==> config.mk <==
export PLATFORM = sky130hd
export DESIGN_NAME = alu_issue_ctrl
export DESIGN_NICKNAME = d
export VERILOG_FILES = /design/src/rtl/alu_issue_pkg.sv /design/src/rtl/alu_op_decode.sv /design/src/rtl/alu_issue_ctrl.sv
export SDC_FILE = /design/constraint.sdc
export NUM_CORES = 1
export LEC_CHECK = 0
export CAP_MARGIN = 20
export CORE_MARGIN = 1.5
export CORE_UTILIZATION = 25
export CTS_BUF_LIST = sky130_fd_sc_hd__clkbuf_2
export CTS_CLUSTER_SIZE = 14
export DETAILED_ROUTE_END_ITERATION = 7
export HOLD_SLACK_MARGIN = 0.05
export SETUP_SLACK_MARGIN = 0.4
export SLEW_MARGIN = 20
export SYNTH_ARGS = -nofsm -noshare
export SYNTH_HDL_FRONTEND = slang
export SYNTH_HIERARCHICAL = 1
export SYNTH_SLANG_ARGS = --single-unit
==> constraint.sdc <==
create_clock -name clk_i -period 2.1 [get_ports clk_i]
set_clock_uncertainty 0.2 [all_clocks]
set_input_delay 0.42 -clock clk_i [delete_from_list [all_inputs] [get_ports clk_i]]
set_output_delay 0.42 -clock clk_i [all_outputs]
set_load 0.1 [all_outputs]
==> src/rtl/alu_issue_pkg.sv <==
// Shared encodings for the ALU issue stage: ALUOp/funct fields, ALU control codes, FSM states.
package alu_issue_pkg;

  localparam logic [2:0] ALUOP_ADD   = 3'b000;
  localparam logic [2:0] ALUOP_SUB   = 3'b001;
  localparam logic [2:0] ALUOP_RTYPE = 3'b010;
  localparam logic [2:0] ALUOP_OR    = 3'b011;
  localparam logic [2:0] ALUOP_SLT   = 3'b100;

  localparam logic [5:0] FUNCT_ADD = 6'b100000;
  localparam logic [5:0] FUNCT_SUB = 6'b100010;
  localparam logic [5:0] FUNCT_AND = 6'b100100;
  localparam logic [5:0] FUNCT_OR  = 6'b100101;
  localparam logic [5:0] FUNCT_SLT = 6'b101010;
  localparam logic [5:0] FUNCT_MUL = 6'b011000;

  localparam logic [3:0] CTRL_AND     = 4'b0000;
  localparam logic [3:0] CTRL_OR      = 4'b0001;
  localparam logic [3:0] CTRL_ADD     = 4'b0010;
  localparam logic [3:0] CTRL_MUL     = 4'b0011;
  localparam logic [3:0] CTRL_SUB     = 4'b0110;
  localparam logic [3:0] CTRL_SLT     = 4'b0111;
  localparam logic [3:0] CTRL_ILLEGAL = 4'b1111;

  typedef enum logic [1:0] {
    ST_IDLE  = 2'd0,
    ST_MWAIT = 2'd1,
    ST_VALID = 2'd2
  } state_t;

endpackage

==> src/rtl/alu_op_decode.sv <==
// Combinational ALUOp/funct -> ALU control code translation with illegal flag.
// Multiply decode (and the o_is_mul port) exists only when ALU_ISSUE_MUL_EN is defined.
module alu_op_decode
  import alu_issue_pkg::*;
(
  input  logic [2:0] i_alu_op,
  input  logic [5:0] i_funct,
`ifdef ALU_ISSUE_MUL_EN
  output logic       o_is_mul,
`endif
  output logic [3:0] o_ctrl,
  output logic       o_illegal
);

  always_comb begin
    o_ctrl    = CTRL_ILLEGAL;
    o_illegal = 1'b1;
`ifdef ALU_ISSUE_MUL_EN
    o_is_mul  = 1'b0;
`endif
    case (i_alu_op)
      ALUOP_ADD: begin o_ctrl = CTRL_ADD; o_illegal = 1'b0; end
      ALUOP_SUB: begin o_ctrl = CTRL_SUB; o_illegal = 1'b0; end
      ALUOP_OR:  begin o_ctrl = CTRL_OR;  o_illegal = 1'b0; end
      ALUOP_SLT: begin o_ctrl = CTRL_SLT; o_illegal = 1'b0; end
      ALUOP_RTYPE: begin
        case (i_funct)
          FUNCT_ADD: begin o_ctrl = CTRL_ADD; o_illegal = 1'b0; end
          FUNCT_SUB: begin o_ctrl = CTRL_SUB; o_illegal = 1'b0; end
          FUNCT_AND: begin o_ctrl = CTRL_AND; o_illegal = 1'b0; end
          FUNCT_OR:  begin o_ctrl = CTRL_OR;  o_illegal = 1'b0; end
          FUNCT_SLT: begin o_ctrl = CTRL_SLT; o_illegal = 1'b0; end
`ifdef ALU_ISSUE_MUL_EN
          FUNCT_MUL: begin o_ctrl = CTRL_MUL; o_illegal = 1'b0; o_is_mul = 1'b1; end
`endif
          default: ;
        endcase
      end
      default: ;
    endcase
  end

endmodule

==> src/rtl/alu_issue_ctrl.sv <==
// ALU issue stage: registers one decoded beat and presents it to the ALU over valid/ready.
// With ALU_ISSUE_MUL_EN defined, multiply beats are held MUL_LAT cycles (busy_o) before going valid.
module alu_issue_ctrl
  import alu_issue_pkg::*;
#(
  parameter int unsigned MUL_LAT = 3
) (
  input  logic        clk_i,
  input  logic        rst_i,
  input  logic        in_valid_i,
  output logic        in_ready_o,
  input  logic [2:0]  alu_op_i,
  input  logic [5:0]  funct_i,
  input  logic [31:0] rs_data_i,
  input  logic [31:0] rt_data_i,
  output logic        out_valid_o,
  input  logic        out_ready_i,
  output logic [31:0] src1_o,
  output logic [31:0] src2_o,
  output logic [3:0]  ctrl_o,
  output logic        illegal_o,
  output logic        busy_o
);

  if (MUL_LAT < 1 || MUL_LAT > 15) begin : g_bad_mul_lat
    $error("alu_issue_ctrl: MUL_LAT must be in 1..15");
  end

  state_t      r_state, w_state_nxt;
  logic [31:0] r_src1, r_src2;
  logic [3:0]  r_ctrl;
  logic        r_illegal;
  logic [3:0]  w_dec_ctrl;
  logic        w_dec_illegal;
  logic        w_xfer_in;

`ifdef ALU_ISSUE_MUL_EN
  localparam logic [3:0] CNT_INIT = 4'(MUL_LAT - 1);
  logic       w_dec_is_mul;
  logic [3:0] r_cnt, w_cnt_nxt;
`endif

  alu_op_decode u_dec (
    .i_alu_op  (alu_op_i),
    .i_funct   (funct_i),
`ifdef ALU_ISSUE_MUL_EN
    .o_is_mul  (w_dec_is_mul),
`endif
    .o_ctrl    (w_dec_ctrl),
    .o_illegal (w_dec_illegal)
  );

  // A valid beat can be replaced in the same cycle it drains.
  assign in_ready_o  = (r_state == ST_IDLE) || ((r_state == ST_VALID) && out_ready_i);
  assign out_valid_o = (r_state == ST_VALID);
  assign w_xfer_in   = in_valid_i && in_ready_o;

  always_comb begin
    w_state_nxt = r_state;
`ifdef ALU_ISSUE_MUL_EN
    w_cnt_nxt   = r_cnt;
`endif
    case (r_state)
      ST_IDLE: ;
      ST_VALID: if (out_ready_i) w_state_nxt = ST_IDLE;
`ifdef ALU_ISSUE_MUL_EN
      ST_MWAIT: begin
        if (r_cnt == 4'd0) w_state_nxt = ST_VALID;
        else               w_cnt_nxt   = r_cnt - 4'd1;
      end
`endif
      default: w_state_nxt = ST_IDLE;
    endcase
    if (w_xfer_in) begin
      w_state_nxt = ST_VALID;
`ifdef ALU_ISSUE_MUL_EN
      if (w_dec_is_mul) begin
        w_state_nxt = ST_MWAIT;
        w_cnt_nxt   = CNT_INIT;
      end
`endif
    end
  end

  always_ff @(posedge clk_i or negedge rst_i) begin
    if (!rst_i) begin
      r_state   <= ST_IDLE;
      r_src1    <= '0;
      r_src2    <= '0;
      r_ctrl    <= '0;
      r_illegal <= 1'b0;
    end else begin
      r_state <= w_state_nxt;
      if (w_xfer_in) begin
        r_src1    <= rs_data_i;
        r_src2    <= rt_data_i;
        r_ctrl    <= w_dec_ctrl;
        r_illegal <= w_dec_illegal;
      end
    end
  end

`ifdef ALU_ISSUE_MUL_EN
  always_ff @(posedge clk_i or negedge rst_i) begin
    if (!rst_i) r_cnt <= '0;
    else        r_cnt <= w_cnt_nxt;
  end

  assign busy_o = (r_state == ST_MWAIT);
`else
  assign busy_o = 1'b0;
`endif

  assign src1_o    = r_src1;
  assign src2_o    = r_src2;
  assign ctrl_o    = r_ctrl;
  assign illegal_o = r_illegal;

endmodule

== Yosys cells after proc, flatten, opt, wreduce, memory -nomap -nowiden ==
Index checks and enable logic that the tools add are counted.

* Flip-flop bits (word level): 71
* Bits of input ports: 77
* Output and inout port bits: 72
* Logic and storage cells: 32

* Eq/ne operators: 12
* Muxes and demuxes: 7
* Reduce and logical (&&, ||, !) cells: 8

{| class="wikitable"
|+ Operators by type and width
! kind !! count
|-
| 4-bit case mux with 5 select lines || 2
|-
| 6-bit equality test, second input constant || 5
|-
| 3-bit by 2-bit equality test with 1-bit output, second input constant || 2
|-
| 5-bit OR reduction || 1
|-
| 2-bit 2-to-1 mux || 2
|-
| 2-bit case mux with 2 select lines || 1
|-
| 4-bit OR reduction || 1
|-
| 3-bit by 1-bit equality test with 1-bit output, second input constant || 1
|-
| 3-bit equality test, second input constant || 1
|-
| 3-bit zero test || 1
|-
| 3-bit by 1-bit inequality test with 1-bit output, second input constant || 1
|-
| 2-bit equality test, second input constant || 1
|-
| 1-bit logical AND || 2
|-
| 2-bit zero test || 1
|-
| 2-bit inequality test, second input constant || 1
|-
| 1-bit case mux with 2 select lines || 1
|-
| 2-bit AND reduction || 1
|-
| 1-bit logical OR || 1
|-
| 1-bit 2-to-1 mux || 1
|}

== Longest topological paths before layout ==
Gate-level depths: netlist of run 1.

* Word-level depth: 6
* Gate-level depth with buffers: 5
* Depth with buffers taken out: 4

== Hierarchy ==
The synthesis of run 1 kept the hierarchy.

{| class="wikitable"
|+ Modules (own cells, without submodules)
! module !! times used !! cells an instance !! area each (um^2) !! seq. area each (um^2)
|-
| alu_issue_ctrl || 1 || 151 || 2,656.3 || 1,751.7
|-
| alu_op_decode || 1 || 17 || 122.6 || 0.0
|}

== Least setup slack after synthesis of run 1 ==
No wires, ideal clock.

* Path kind: reg2reg
* Start: register r_state[1]
* End: register r_src1[14], in the netlist src1_o[14]
* Setup time: 125 ps
* Arrival: 2,125 ps
* Data required time: 1,775 ps
* Setup slack: -351 ps
* Cell stages (with the launch flop): 6
* Path buffers: 2
* Clock period less this slack: 2,451 ps
* Path through: dfrtp_1 > nand2b_4 > nand2_4 > buf_6 > buf_6 > mux2_4

* Cells in the longest elaborated chain, start to end: 4
* Elaborated cells on any way between the ends: 5
* Those cells by class: 1 x eq/ne; 4 x reduce/logical

{| class="wikitable"
|+ Ends and longest elaborated chain
! what !! line !! RTL
|-
| start, declared || alu_issue_ctrl.sv:29 || <nowiki>state_t r_state, w_state_nxt;</nowiki>
|-
| start signal, assigned || alu_issue_ctrl.sv:93 || <nowiki>r_state <= w_state_nxt;</nowiki>
|-
| 2-bit equality test || alu_issue_ctrl.sv:54 || <nowiki>assign in_ready_o = (r_state == ST_IDLE) || ((r_state == ST_VALID) && out_ready_i);</nowiki>
|-
| 1-bit logical AND || alu_issue_ctrl.sv:54 ||
|-
| 1-bit logical OR (*) || alu_issue_ctrl.sv:54 ||
|-
| net in_ready_o || alu_issue_ctrl.sv:11 || <nowiki>output logic in_ready_o,</nowiki>
|-
| 1-bit logical AND (*) || alu_issue_ctrl.sv:56 || <nowiki>assign w_xfer_in = in_valid_i && in_ready_o;</nowiki>
|-
| end signal, assigned || alu_issue_ctrl.sv:95 || <nowiki>r_src1 <= rs_data_i;</nowiki>
|-
| end, declared || alu_issue_ctrl.sv:30 || <nowiki>logic [31:0] r_src1, r_src2;</nowiki>
|}

Mark *: on every way through the listed nets, which the timed path passes. The rest lies on a longest branch.
A chain may end at the register's enable or synchronous reset.

== Worst setup path in the final report of run 1 ==
* Start: register r_state[1]
* End: output in_ready_o

* Cells in the longest elaborated chain, start to end: 3
* Elaborated cells on any way between the ends: 4
* Those cells by class: 1 x eq/ne; 3 x reduce/logical

{| class="wikitable"
|+ Ends and longest elaborated chain
! what !! line
|-
| 2-bit equality test || alu_issue_ctrl.sv:54
|-
| 1-bit logical AND || alu_issue_ctrl.sv:54
|-
| 1-bit logical OR (*) || alu_issue_ctrl.sv:54
|-
| end, declared || alu_issue_ctrl.sv:11
|}

Every way passes the cells marked *; elsewhere a longest branch is shown, timed or not.

==> results of run 1 <==
timing repair:
action                                 CTS  global route
hold buffers                             1             0
gates cloned                             0             2
setup endpoints to repair               71           109
endpoints found under the hold margin   70             0
buffers inserted                         2             4
gates resized for setup                  0             4
per-layer routing:
layer	share of wire	GRT usage
met1	0.40	0.137
met2	0.48	0.195
met3	0.11	0.0567
met4	0.012	0.0536
met5	0	0
flip-flops by register name (all words and copies together), names as in the netlist:
register / cells
src1_o: 32
src2_o: 32
ctrl_o: 4
r_state: 1
illegal_o: 1
report_power, final:
part	switching, mW	internal, mW	total, mW
sequential	0.209	1.55	1.75
combinational	1.77	1.13	2.90
clock	0.487	0.276	0.763
worst max-delay path by stage:
stage                  to        from  cells past startpoint  slack, ns
2_1_floorplan  src1_o[14]  r_state[1]                      5       0.16
3_3_place_gp    ctrl_o[1]  funct_i[5]                      5       0.08
3_5_place_dp    ctrl_o[1]  funct_i[5]                      5       0.06
4_1_cts        in_ready_o  r_state[1]                      2       0.12
5_1_grt        in_ready_o  r_state[1]                      2       0.10
6_report       in_ready_o  r_state[1]                      2       0.20
synth_stat cells:
cell / number / area share
a211o_1: 1 / 0.0032
a21o_1: 1 / 0.0027
a21oi_1: 1 / 0.0018
a311oi_1: 1 / 0.0032
a31oi_1: 1 / 0.0023
a41oi_1: 2 / 0.0063
buf_2: 5 / 0.0090
buf_4: 1 / 0.0027
buf_6: 2 / 0.0081
conb_1: 1 / 0.0013
dfrtp_1: 70 / 0.63
inv_1: 2 / 0.0027
mux2_2: 59 / 0.24
mux2_4: 10 / 0.054
mux2i_1: 1 / 0.0036
nand2_1: 1 / 0.0013
nand2_4: 1 / 0.0041
nand2b_1: 1 / 0.0023
nand2b_4: 2 / 0.0099
nand3_1: 1 / 0.0018
nor2_1: 1 / 0.0013
nor2b_4: 1 / 0.0050
nor3_1: 1 / 0.0018
or3_1: 1 / 0.0023
per-stage QoR:
| step | power (mW) | hold WS [ns] | instance area [sq um] |
|---|---|---|---|
| final | 5.41 | 0.257 | 5400 |
| after global placement | 4.63 | 0.280 | 5160 |
| after CTS | 5.46 | 0.200 | 5300 |
| after global routing | 5.62 | 0.213 | 5400 |
| after floorplan | 3.42 | -0.0756 | 2790 |
| after detailed placement | 4.66 | 0.284 | 5160 |
final cells by class:
| class | count | area, sq um |
|---|---|---|
| Clock buffer | 10 | 50.0 |
| Timing Repair Buffer | 162 | 2380 |
| Multi-Input combinational cell | 88 | 973 |
| Sequential cell | 70 | 1760 |
| Fill cell | 959 | 5440 |
| Tap cell | 140 | 175 |
| Clock inverter | 6 | 62.6 |
| Inverter | 2 | 7.51 |
worst min-delay path, stage by stage:
cell and delay, ns:
dlygate4sd3_1 0.52, buf_2 0.12, buf_12 0.32
logic make-up (layout without fill, tap and decap cells):
logic type | count (synthesis) | after routing
buf+inv | 10 | 180
flops | 70 | 70
other cells | 1 | 1
compound gates | 7 | 7
mux | 70 | 70
simple gates | 10 | 10
==> results by group, run 1 <==
Outcome
  • Status: finished, final reports clean

Setup path
  • Sum of buffers and inverters on the critical path: 1
  • CP top delay family: flip-flops
  • Startpoint types: flip-flop
  • Crit Path Category: reg -> out
  • Worst Setup End Kind: output pin
  • Required time of the worst setup path: 1.48 ns
  • FF-to-FF path depth: 5
  • Slowest-stage cell, CP: dfrtp_4
  • Slowest stage delay, CP: 0.55 ns
  • Reg2Reg Launch Point: r_state[1]
  • CP Cell Sequence: nand2b_4, buf_12
  • Worst r2r dst: src1_o[17]
  • R2r setup slk: 0.43 ns
  • WP data arrival: 1.28 ns
  • Critical-path maximum fanout: 2

Global routing
  • Global-route wire length before repair: 10,700 um
  • Initial antenna violation count: 0
  • All-Layer GR Usage: 0.121
  • Vias in the first global route: 2,089
  • Pin count of the biggest net entering global routing: 71
  • Congestion Overflow GR: 0

Power
  • VDD IR max: 0.524 mV
  • Power per cell area: 1000 nW/um^2
  • Lkg Pwr: 2.35 nW

Drt
  • Post-route ant nets: 0
  • Detailed Route WL: 7110 um
  • Post-DR vias/cell: 4.18
  • Residual DRC: 0
  • Drt wl/cell: 14.9 um
  • DR vias: 2,000
  • DR iter-0 viols: 56
  • Initial DRT Pass Iterations: 4

Floorplan
  • Die Ht: 108 um
  • # IOs: 149
  • Chip Width: 108 um
  • Initial Utilization: 0.256
  • # rows: 38
  • Core area: 10,800 sq um
  • Die area: 11,800 sq um

Clock tree
  • Clock Path Buffers: 2
  • CTS root buf: clkbuf_2
  • Num CTS Buffers: 9
  • H-tree Lvls: 3
  • Worst-path clk slew: 0.22 ns
  • CTS tree: yes
  • CTS Sinks: 70
  • Later-pin clock latency in the skew report: 0.46 ns

Finish
  • NumNets Final: 410
  • Fin cells: 478
  • Layout cells sized above 1: 0.518
  • Fin util: 0.498
  • Area Growth Syn to Fin: 94.3%
  • Most common cell after layout, fill and taps aside: clkdlybuf4s50_1
  • Most frequent cells in the layout: clkdlybuf4s50_1 (75), buf_12 (74), dfrtp_1 (69)
  • # diodes: 0

STA
  • Max Slew Vio Count: 0
  • Tmin final: 1.90 ns
  • Final worst setup slack: 0.203 ns
  • Finish-stage setup viols: 0
  • Setup TNS: 0 ns
  • Fmax achieved: 527 MHz
  • RSZ-0062 raised after global routing: yes
  • Hold Vio Cnt, Final: 0
  • Final period utilization: 0.904

Synthesis
  • Synthesized instance count: 168
  • Post-Synth XOR/XNOR Area: 0
  • Post-synthesis mux area share: 0.297
  • Synth warnings: 6
  • Adder-Cell Fraction of Synth Area: 0
  • Main combinational cell family by area after synthesis: multiplexers
  • Syn avg cell area: 16.5 sq um
  • Register area share after synthesis: 0.630
  • Synthesized area: 2780 sq um
  • Simple logic cell fraction of the synthesized area: 0.0297
  • Netlist cell types: 24
  • Synth Area in Compound Gates: 0.0194
  • Syn nets: 245
  • FF+latch count, synth: 70

Placed design
  • Global placement routability congestion: 0.685
  • Port Buffer Count: 147
  • Final HPWL DP: 5170 um
  • Pre-CTS setup slack: 0.0568 ns
  • Placed Instances: 453

Job
  • Max_cap viols: 0

Min path
  • Worst hold path type: in -> async
Note: power is estimated with default switching activity, not from simulation.
==> run 2, diff against run 1 <==
--- a/config.mk
+++ b/config.mk
@@ -6,12 +6,12 @@
 export NUM_CORES = 1
 export LEC_CHECK = 0
 export CAP_MARGIN = 20
-export CORE_MARGIN = 1.5
+export CORE_MARGIN = 4
 export CORE_UTILIZATION = 25
 export CTS_BUF_LIST = sky130_fd_sc_hd__clkbuf_2
 export CTS_CLUSTER_SIZE = 14
 export DETAILED_ROUTE_END_ITERATION = 7
-export HOLD_SLACK_MARGIN = 0.05
+export GPL_TIMING_DRIVEN = 1
 export SETUP_SLACK_MARGIN = 0.4
 export SLEW_MARGIN = 20
 export SYNTH_ARGS = -nofsm -noshare
==> run 2 against run 1 <==
  * Count of clock-buffer cells in the layout up 1
  * Register-to-register slack worse by 0.12 ns
  * Sequential share of layout area decreased by 0.79 points
  * First-iteration DRC count grew 61%
  * Worst hold slack got worse by 0.043 ns
  * Utilization is 1.2 points higher
  * Setup slack got worse by 0.0058 ns
  * Cell area grew 2.5%
  * Final cell count increased by 1.5%
  * Largest cell class unchanged
  * Largest power group unchanged
==> results by group, run 2 (synthesis gave the netlist of run 1 again) <==
Finish
  • Sequential cell area: 1760 sq um
  • Most common cell after layout, fill and taps aside: clkdlybuf4s50_1
  • Most frequent cells in the layout: clkdlybuf4s50_1 (75), buf_12 (74), dfrtp_1 (69)
  • NumNets Final: 417
  • Fin cells: 485
  • Fill count: 933
  • # diodes: 0
  • Layout cells sized above 1: 0.528
  • Area Growth Syn to Fin: 99.1%
  • Multi-input gate area: 1000 sq um
  • Final Cell Area: 5530 sq um

Clock tree
  • Num CTS Buffers: 9
  • Later-pin clock latency in the skew report: 0.47 ns
  • CTS root buf: clkbuf_2
  • Worst-path clk slew: 0.19 ns
  • CTS Sinks: 70
  • CTS tree: yes
  • H-tree Lvls: 3
  • Clock Path Buffers: 2

Power
  • Lkg Pwr: 2.43 nW
  • Internal Power: 2.87 mW
  • Psw: 2.46 mW
  • VDD IR max: 0.442 mV
  • Power per cell area: 964 nW/um^2
  • Sequential Power Share: 0.329
  • Combinational group share of total power: 0.555
  • Clock network power share: 0.116
  • Net Sw Frac: 0.461

STA
  • Fmax achieved: 525 MHz
  • Final period utilization: 0.906
  • Final hold slack: 0.214 ns
  • RSZ-0062 raised after global routing: yes
  • Hold Vio Cnt, Final: 0
  • Setup TNS: 0 ns
  • Final worst setup slack: 0.197 ns
  • Finish-stage setup viols: 0
  • Max Slew Vio Count: 0
  • Tmin final: 1.90 ns

Drt
  • Initial DRT Pass Iterations: 4
  • DR iter-0 viols: 90
  • Drt wl/cell: 16.2 um
  • Residual DRC: 0
  • Detailed Route WL: 7880 um
  • Post-DR vias/cell: 4.24
  • Post-route ant nets: 0
  • DR vias: 2,055

Setup path
  • WP data arrival: 1.28 ns
  • Slowest-stage cell, CP: dfrtp_4
  • Crit path from: r_state[1]
  • Slowest stage delay, CP: 0.54 ns
  • Worst Setup End Kind: output pin
  • Required time of the worst setup path: 1.48 ns
  • Reg2Reg Launch Point: r_state[1]
  • Critical-path maximum fanout: 2
  • Crit Path Category: reg -> out
  • Startpoint types: flip-flop
  • CP Cell Sequence: nand2b_4, buf_12

Global routing
  • Global-route wire length before repair: 11,500 um
  • Routing usage on met2: 0.192
  • Initial antenna violation count: 0
  • Pin count of the biggest net entering global routing: 37
  • Met1 usage: 0.125
  • Met3 global-route usage: 0.0653
  • Congestion Overflow GR: 0
  • Vias in the first global route: 2,150
  • GR peak layer: met2
  • All-Layer GR Usage: 0.114

Floorplan
  • Die Ht: 113 um
  • Initial Utilization: 0.256
  • Die area: 12,900 sq um
  • Chip Width: 113 um
  • # IOs: 149
  • Core area: 10,800 sq um
  • # rows: 38

Placed design
  • Placed Instances: 451
  • Port Buffer Count: 147
  • Global placement routability congestion: 0.779
  • Placed inst area: 5160 sq um
  • Pre-CTS setup slack: 0.0404 ns
  • Final HPWL DP: 5620 um

Job
  • Max_cap viols: 0

Min path
  • Worst hold path type: in -> async

Outcome
  • Status: finished, final reports clean
## run 2: path summary, 6_finish.rpt
| check | to | slack [ns] | depth (start not counted) |
|---|---|---|---|
| max | in_ready_o | 0.20 | 2 |
| min | ctrl_o[1] | 0.21 | 2 |
| max reg2reg | src1_o[23] | 0.31 | 6 |
| min reg2reg | src1_o[1] | 0.39 | 1 |
| max in group asynchronous | src2_o[20] | 0.92 | 3 |
| min in group clk_i | src1_o[13] | 0.33 | 2 |
## run 2: critical path: cells and delay by family, from the launching register on
kind                   cells  cell delay, ns
AND/OR/NAND/NOR            1            0.09
buffers and inverters      1            0.17
flip-flops                 1            0.54
## run 2: final cells by class
cell class                 instances  share of cell area
timing repair buffer             168               0.454
sequential                        70               0.317
multi-input combinational         89               0.182
tap                              140              0.0317
clock buffer                      11             0.00995
clock inverter                     5             0.00475
inverter                           2             0.00136
## run 2: through the flow
stage                     power [mW]  utilization
after CTS                       5.34        0.489
after global routing            5.56        0.511
final                           5.33        0.511
after floorplan                 3.42            -
after global placement          4.64        0.476
after detailed placement        4.67        0.476
## run 2: layer usage
layer	wire, um	vias to the layer above	part of all wire
li1	-	942	-
met2	4080	82	0.52
met5	0	-	0
met3	818	7	0.10
met1	2910	1024	0.37
met4	68	0	0.0086
## run 2: what timing repair did
item	4_1_cts	5_1_grt
hold endpoints to repair	35	0
hold buffers	1	0
resized for setup	0	8
setup endpoints to repair	71	87
buffers inserted	6	4
cloned	0	7
## run 2: power groups by stage
stage | sequential (mW) | combinational [mW] | clock [mW]
6_report | 1.75 | 2.96 | 0.619
2_1_floorplan | 3.13 | 0.295 | 0
3_5_place_dp | 1.79 | 2.88 | 0
4_1_cts | 1.76 | 2.91 | 0.675
3_3_place_gp | 1.77 | 2.87 | 0
5_1_grt | 1.78 | 3.03 | 0.745
